## config.mk

```make
export PLATFORM = sky130hd
export DESIGN_NAME = alu_mux_arbiter
export DESIGN_NICKNAME = d
export VERILOG_FILES = /design/src/rtl/alu_ctrl_pkg.sv /design/src/rtl/rr_arb2.sv /design/src/rtl/alu_mux_arbiter.sv
export SDC_FILE = /design/constraint.sdc
export NUM_CORES = 1
export LEC_CHECK = 0
export BUFFER_PORTS_ARGS = -buffer_cell sky130_fd_sc_hd__buf_2
export CORE_ASPECT_RATIO = 0.8
export CORE_MARGIN = 2
export CORE_UTILIZATION = 40
export CTS_CLUSTER_SIZE = 12
export DETAILED_ROUTE_END_ITERATION = 7
export PLACE_DENSITY = 0.77
export REMOVE_ABC_BUFFERS = 1
export SLEW_MARGIN = 20
export SYNTH_ARGS = -nofsm -noshare
export SYNTH_HDL_FRONTEND = slang
export SYNTH_HIERARCHICAL = 1
export SYNTH_SLANG_ARGS = --single-unit
```

## constraint.sdc

```tcl
create_clock -name clkpos -period 2.2 [get_ports clkpos]
set_input_delay 0.66 -clock clkpos [delete_from_list [all_inputs] [get_ports clkpos]]
set_output_delay 0.66 -clock clkpos [all_outputs]
set_load 0.02 [all_outputs]
```

## src/rtl/alu_ctrl_pkg.sv

```systemverilog
// -----------------------------------------------------------------------------
// alu_ctrl_pkg
// Shared types and constants for the MIPS25 ALU resource controllers.
//   arb_state_t : controller phase (IDLE -> SETTLE -> CAPTURE -> IDLE)
//   SEL_A/SEL_B : mux select encoding, also used as requester identity
// -----------------------------------------------------------------------------
package alu_ctrl_pkg;

    typedef enum logic [1:0] {
        IDLE    = 2'd0,
        SETTLE  = 2'd1,
        CAPTURE = 2'd2
    } arb_state_t;

    localparam logic SEL_A = 1'b0;
    localparam logic SEL_B = 1'b1;

endpackage

```

## src/rtl/rr_arb2.sv

```systemverilog
// -----------------------------------------------------------------------------
// rr_arb2
// Two-request round-robin picker (purely combinational).
// Ports:
//   req_a, req_b : request levels
//   last_served  : requester served most recently (SEL_A / SEL_B)
//   grant_b      : 1 when B wins, 0 when A wins (only meaningful with any_req)
//   any_req      : at least one request is pending
// -----------------------------------------------------------------------------
module rr_arb2
    import alu_ctrl_pkg::*;
(
    input  logic req_a,
    input  logic req_b,
    input  logic last_served,
    output logic grant_b,
    output logic any_req
);

    // B wins when it is the only requester, or on a tie when A was served last.
    assign grant_b = req_b & (~req_a | (last_served == SEL_A));
    assign any_req = req_a | req_b;

endmodule

```

## src/rtl/alu_mux_arbiter.sv

```systemverilog
// -----------------------------------------------------------------------------
// alu_mux_arbiter
// Sequencing controller for the 16-bit adiabatic operand mux. Picks A or B
// round-robin, drives the mux select, holds it for HOLD_CYCLES so the
// adiabatic stages settle, captures the mux output and returns it to the
// granted requester with a one-cycle ack.
// Ports:
//   clkpos, rst         : clock, asynchronous active-high reset
//   req_a, req_b        : operand requests
//   data_a, data_b      : operands (wired straight to the mux, unused here)
//   mux_out             : mux output, captured at the end of SETTLE
//   mux_sel             : mux select (0 = a, 1 = b)
//   ack_a, ack_b        : one-cycle completion pulses
//   result, result_valid: captured operand and its one-cycle valid
//   busy                : high in SETTLE and CAPTURE
//   owner               : requester currently or last served
// -----------------------------------------------------------------------------
module alu_mux_arbiter
    import alu_ctrl_pkg::*;
#(
    parameter int WIDTH       = 16,
    parameter int HOLD_CYCLES = 4    // must be >= 1
)(
    input  logic             clkpos,
    input  logic             rst,
    input  logic             req_a,
    input  logic             req_b,
    input  logic [WIDTH-1:0] data_a,
    input  logic [WIDTH-1:0] data_b,
    input  logic [WIDTH-1:0] mux_out,
    output logic             mux_sel,
    output logic             ack_a,
    output logic             ack_b,
    output logic [WIDTH-1:0] result,
    output logic             result_valid,
    output logic             busy,
    output logic             owner
);

    localparam int CNT_W = $clog2(HOLD_CYCLES + 1);

    arb_state_t       r_state;
    arb_state_t       w_state_nxt;
    logic [CNT_W-1:0] r_cnt;
    logic             r_mux_sel;
    logic             r_owner;
    logic             r_last_served;
    logic             r_ack_a;
    logic             r_ack_b;
    logic             r_result_valid;
    logic [WIDTH-1:0] r_result;

    logic             w_grant_b;
    logic             w_any_req;
    logic             w_grant;
    logic             w_capture;

    // Operands go straight to the mux; the controller only sees mux_out.
    logic             w_unused_data;
    assign w_unused_data = ^{data_a, data_b};

    rr_arb2 u_rr_arb2 (
        .req_a       (req_a),
        .req_b       (req_b),
        .last_served (r_last_served),
        .grant_b     (w_grant_b),
        .any_req     (w_any_req)
    );

    // State register
    always_ff @(posedge clkpos or posedge rst) begin
        if (rst) begin
            r_state <= IDLE;
        end else begin
            r_state <= w_state_nxt;
        end
    end

    // Next-state decode
    always_comb begin
        w_state_nxt = r_state;
        w_grant     = 1'b0;
        w_capture   = 1'b0;
        case (r_state)
            IDLE: begin
                if (w_any_req) begin
                    w_grant     = 1'b1;
                    w_state_nxt = SETTLE;
                end
            end
            SETTLE: begin
                if (r_cnt == '0) begin
                    w_capture   = 1'b1;
                    w_state_nxt = CAPTURE;
                end
            end
            CAPTURE: begin
                w_state_nxt = IDLE;
            end
            default: begin
                w_state_nxt = IDLE;
            end
        endcase
    end

    // Select, counter and capture registers
    always_ff @(posedge clkpos or posedge rst) begin
        if (rst) begin
            r_mux_sel      <= SEL_A;
            r_owner        <= SEL_A;
            r_last_served  <= SEL_B;   // A wins the first tie after reset
            r_cnt          <= '0;
            r_ack_a        <= 1'b0;
            r_ack_b        <= 1'b0;
            r_result_valid <= 1'b0;
            r_result       <= '0;
        end else begin
            r_ack_a        <= 1'b0;
            r_ack_b        <= 1'b0;
            r_result_valid <= 1'b0;

            // mux_sel only moves on a grant so an idle mux never toggles.
            if (w_grant) begin
                r_mux_sel <= w_grant_b;
                r_owner   <= w_grant_b;
                r_cnt     <= CNT_W'(HOLD_CYCLES - 1);
            end

            if (r_state == SETTLE && r_cnt != '0) begin
                r_cnt <= r_cnt - CNT_W'(1);
            end

            if (w_capture) begin
                r_result       <= mux_out;
                r_result_valid <= 1'b1;
                r_ack_a        <= (r_owner == SEL_A);
                r_ack_b        <= (r_owner == SEL_B);
            end

            if (r_state == CAPTURE) begin
                r_last_served <= r_owner;
            end
        end
    end

    assign mux_sel      = r_mux_sel;
    assign owner        = r_owner;
    assign ack_a        = r_ack_a;
    assign ack_b        = r_ack_b;
    assign result       = r_result;
    assign result_valid = r_result_valid;
    assign busy         = (r_state != IDLE);

endmodule

```

# Yosys cells after proc, flatten, opt, wreduce, memory -nomap -nowiden
# Index checks and enable logic that the tools add are counted.
[op_classes]
n_reduce_logical = 7
addsub = 1
eq_ne = 4
n_mux = 12
bitwise = 6
[op_table]
columns = ["cell", "n"]
rows = [
  ["1-bit 2-to-1 mux", 7],
  ["3-bit 2-to-1 mux", 2],
  ["2-bit 2-to-1 mux", 2],
  ["2-bit one-hot mux with 2 select lines", 1],
  ["2-bit nonzero test", 2],
  ["3-bit zero test", 1],
  ["1-bit NOT", 3],
  ["3-bit nonzero test", 1],
  ["3-bit by 1-bit subtractor with 3-bit output, second input constant", 1],
  ["2-bit by 1-bit equality test with 1-bit output, second input constant", 1],
  ["2-bit equality test, second input constant", 1],
  ["2-bit zero test", 1],
  ["2-bit by 1-bit != test with 1-bit output, second input constant", 1],
  ["2-bit != test, second input constant", 1],
  ["1-bit bitwise OR", 2],
  ["2-bit AND reduction", 1],
  ["1-bit bitwise AND", 1],
  ["1-bit logical AND", 1],
]
[totals]
out_inout_bits = 22
reg_bits = 26
inputBits = 52
word_cells = 38

# Logic depth before layout (Yosys ltp)
[depth]
depth_word = 5
depth_mapped = 6

# Cells and area by module
# The synthesis kept the hierarchy.
[modules_own_cells]
columns = ["mod", "n_inst", "seq_area_each_um2", "area_each_um2", "cells_per_inst"]
rows = [
  ["alu_mux_arbiter", 1, 651.9, 1127.3, 75],
  ["rr_arb2", 1, 0.0, 13.8, 2],
]

# Worst setup path before layout
# Ideal clock, no wire load.
[synth_timing]
path_kind = "reg-to-reg"
startpoint = "register r_cnt[0]"
endpoint = "register r_result[10] (netlist: result[10])"
path_slack_ns = 0.516
path_stages_with_launch = 7
t_arrival_ns = 1.559
required_ns = 2.075
path_cell_list = "dfrtp_1 inv_1 ha_1 nand2_4 nor3_4 buf_12 mux2_4"
[synth_between]
elab_chain_cells = 3
[synth_lines]
columns = ["element", "line_no", "rtl"]
rows = [
  ["from (decl)", "alu_mux_arbiter.sv:44", "logic [CNT_W-1:0] r_cnt;"],
  ["from (signal assigned)", "alu_mux_arbiter.sv:126", "r_cnt <= CNT_W'(HOLD_CYCLES - 1);"],
  ["from (signal assigned)", "alu_mux_arbiter.sv:130", "r_cnt <= r_cnt - CNT_W'(1);"],
  ["3-bit zero test", "alu_mux_arbiter.sv:92", "if (r_cnt == '0) begin"],
  ["1-bit 2-to-1 mux", "alu_mux_arbiter.sv:92", ""],
  ["1-bit 2-to-1 mux", "alu_mux_arbiter.sv:84", "case (r_state)"],
  ["named net w_capture", "alu_mux_arbiter.sv:56", "logic w_capture;"],
  ["to (signal assigned)", "alu_mux_arbiter.sv:134", "r_result <= mux_out;"],
  ["to (decl)", "alu_mux_arbiter.sv:51", "logic [WIDTH-1:0] r_result;"],
]
# The timed path passes the listed nets, and every way through them passes these cells.
# A chain may end at the register's enable or synchronous reset.

# Worst setup path after layout
[layout_timing]
startpoint = "register r_state[1]"
endpoint = "output busy"
[layout_between]
elab_chain_cells = 1
[layout_lines]
columns = ["element", "line_no", "rtl"]
rows = [
  ["from (decl)", "alu_mux_arbiter.sv:42", "arb_state_t r_state;"],
  ["from (signal assigned)", "alu_mux_arbiter.sv:75", "r_state <= w_state_nxt;"],
  ["2-bit nonzero test", "alu_mux_arbiter.sv:152", "assign busy = (r_state != IDLE);"],
  ["to (decl)", "alu_mux_arbiter.sv:36", "output logic busy,"],
]
# No other way between the ends.

==> results.toml <==
[pwr]
p_switching_w = 0.000814
p_leak_nw = 0.722
comb_power_share = 0.463
clkPwrFrac = 0.147
internal_power_w = 0.00137
p_per_area_mw_per_mm2 = 1550
power.share.sequential = 0.390
worst_ir_drop_vdd_mv = 0.711
fin_total_pwr_w = 0.00219
p_sw_frac = 0.372

[layout]
drive_gt1_frac = 0.583
design_area_mm2 = 0.00142
area_growth_pct = 24.0
multi_input_area_um2 = 424
fin_util = 0.516
nFillCells = 226
nets = 175
seq_area_um2 = 652
antenna_cells = 0

[sta]
max_slew.worst_pin.slew_ns = 0.319
fin_crit_ns = 1.85
relSlewSlack = 0.787
finalHoldViolCount = 0
drv_slew = 0
finalClockSkew_ns = 0.00889
setup_viol = 0
rsz0062_at_grt = "false"
max_freq_ghz = 0.539
min_period_over_period = 0.843
setup-tns-final_ns = 0

[logic_synthesis]
synth_top_area_cell = "dfrtp_1"
synth.cell_area_mm2 = 0.00114
netlist.area_leader.share = 0.548
yosys.area_share.adder = 0.0219
yosys.cell_count.top_type = "dfrtp_1"
ys_seq_elements = 26
avgSynthCellArea_um2 = 14.8
synth_compound_area_frac = 0.0450
synth_area_leaders = "dfrtp_1 (55%), mux2_4 (11%), mux2_2 (9.9%)"
async_flop_share = 1.00
ys_seq_area_frac = 0.571
synthFlopType = "dfrtp_1"
synthMuxAreaShare = 0.221
netlist_instances = 77
synth_top_family_by_area = "multiplexers"
synth_warnings = 6
synthSimpleGateAreaFrac = 0.0833
netlist_top_cells_count = "dfrtp_1 (25), mux2_2 (10), mux2_4 (8), inv_1 (5), nand2b_1 (4)"
synth_edf_count = 0
synth_cell_types = 26
yosys.area_share.xor_xnor = 0

[clocking]
cts_tree = "built"
cts.sinks = 26
clock_latency_ns = 0.32
h-tree-depth = 1
cts_setup_buffers = 0
clk_pin_slew_worst_paths_ns = 0.14
clk_path_buf_depth = 2
numCtsBuffers = 3
root_buffer = "clkbuf_4"
hold_buffers = 0
cts_resized = 0

[die]
ios = 74
start_util = 0.416
row_count = 17
coreArea_mm2 = 0.00274
fp.dieH_um = 51.8
die-area_mm2 = 0.00330
die_w_um = 63.7

[global_routing]
grt_overflow = 0
grt_max_degree = 27
track_usage = 0.131
use_met1 = 0.162
grt_pass1_wl_um = 3270
grt_util_met3 = 0.0584
grt_pass1_vias = 711
antenna_found_initial = 0
grt_busiest_layer = "met2"
gr-usage-met2 = 0.216

[route]
drc = 0
dr.pass1.iters = 4
viasPerCell = 4.61
via_count = 728
wl_um = 1910
detail_route.wl_per_cell_um = 12.1
drt_iter0_markers = 42
antenna_left = 0

[placed_design]
numPortBuffers = 41
place_hpwl_um = 1430
routabilityCongestion = 0.689
place_area_mm2 = 0.00136

[hold_path]
hp-class = "in -> async"

[setup_path]
rr_startpoint = "r_cnt[0]"
worst_ep_required_time_ns = 1.54
arrival_ns = 1.19
worst_setup_path_end_kind = "output pin"
worstPathMaxFanout = 9
ff2ff_setup_slack_ns = 0.45
cp-start-kind = "register"
cp-startpoint = "r_state[1]"
crit_type = "reg -> out"

[outcome]
status = "completed"

[run]
cap_violations = 0
[path summary, 6_finish.rpt]
check,endpoint,cells past startpoint
max,busy,3
min,ack_a,3
max reg2reg,result[13],6
min reg2reg,result[0],1
max in group asynchronous,r_last_served,3
min in group clkpos,result[0],1
[critical path, cell delays in order, from the launching register on]
cell and delay, ns:
dfrtp_1 0.51, nor2_1 0.18, inv_1 0.05, buf_2 0.15
[kinds of logic (layout without fill, tap and decap cells)]
kind of cell,after synthesis,after routing
simple gates,13,13
fa+ha+maj,2,2
buf+inv,9,52
flops,26,26
mux,20,20
compound gates,7,7
[cell type report]
| type | count | area share |
|---|---|---|
| Inverter | 5 | 0.0133 |
| Clock inverter | 1 | 0.0212 |
| Timing Repair Buffer | 43 | 0.156 |
| Sequential cell | 26 | 0.461 |
| Clock buffer | 3 | 0.0159 |
| Tap cell | 38 | 0.0336 |
| Multi-Input combinational cell | 42 | 0.300 |
[flip-flops by register name, summed over array words and instances (netlist names)]
signal,cells
r_last_served,1
result_valid,1
r_cnt,3
ack_a,1
result,16
owner,1
ack_b,1
r_state,2
[power groups by stage]
stage / clock [W] / combinational, W / sequential (W)
4_1_cts: 0.000332 / 0.00103 / 0.000856
3_5_place_dp: 0 / 0.00102 / 0.000867
6_report: 0.000322 / 0.00101 / 0.000852
2_1_floorplan: 0 / 0.000498 / 0.00108
5_1_grt: 0.000351 / 0.00109 / 0.000883
3_3_place_gp: 0 / 0.000996 / 0.000845
[metrics by stage]
stage	std cells	hold WS, ns	setup WS, ns
after floorplan	73	0.545	0.349
after global placement	154	0.485	0.531
after detailed placement	154	0.495	0.475
after CTS	158	0.366	0.321
after global routing	158	0.384	0.231
final	158	0.361	0.345
[cell usage in the layout (no fill, tap or decap), drive strengths merged]
cell type and n:
buf 43, clkbuf 3, o21ai 1, mux2i 2
nor3 2, a22o 1, or4b 1, a22oi 2
inv 5, mux2 18, a31oi 1, nand2 2
or2 1, and2 1, o21bai 1, ha 2
nor2 1, bufinv 1, a21boi 1, dfstp 1
dfrtp 25, nand2b 4, nor4 1
[metal layers]
metal | share of wire | up-vias
li1 | - | 350
met1 | 0.45 | 343
met2 | 0.45 | 33
met3 | 0.084 | 2
met4 | 0.0078 | 0
met5 | 0 | -
Note: power is estimated with default switching activity, not from simulation.
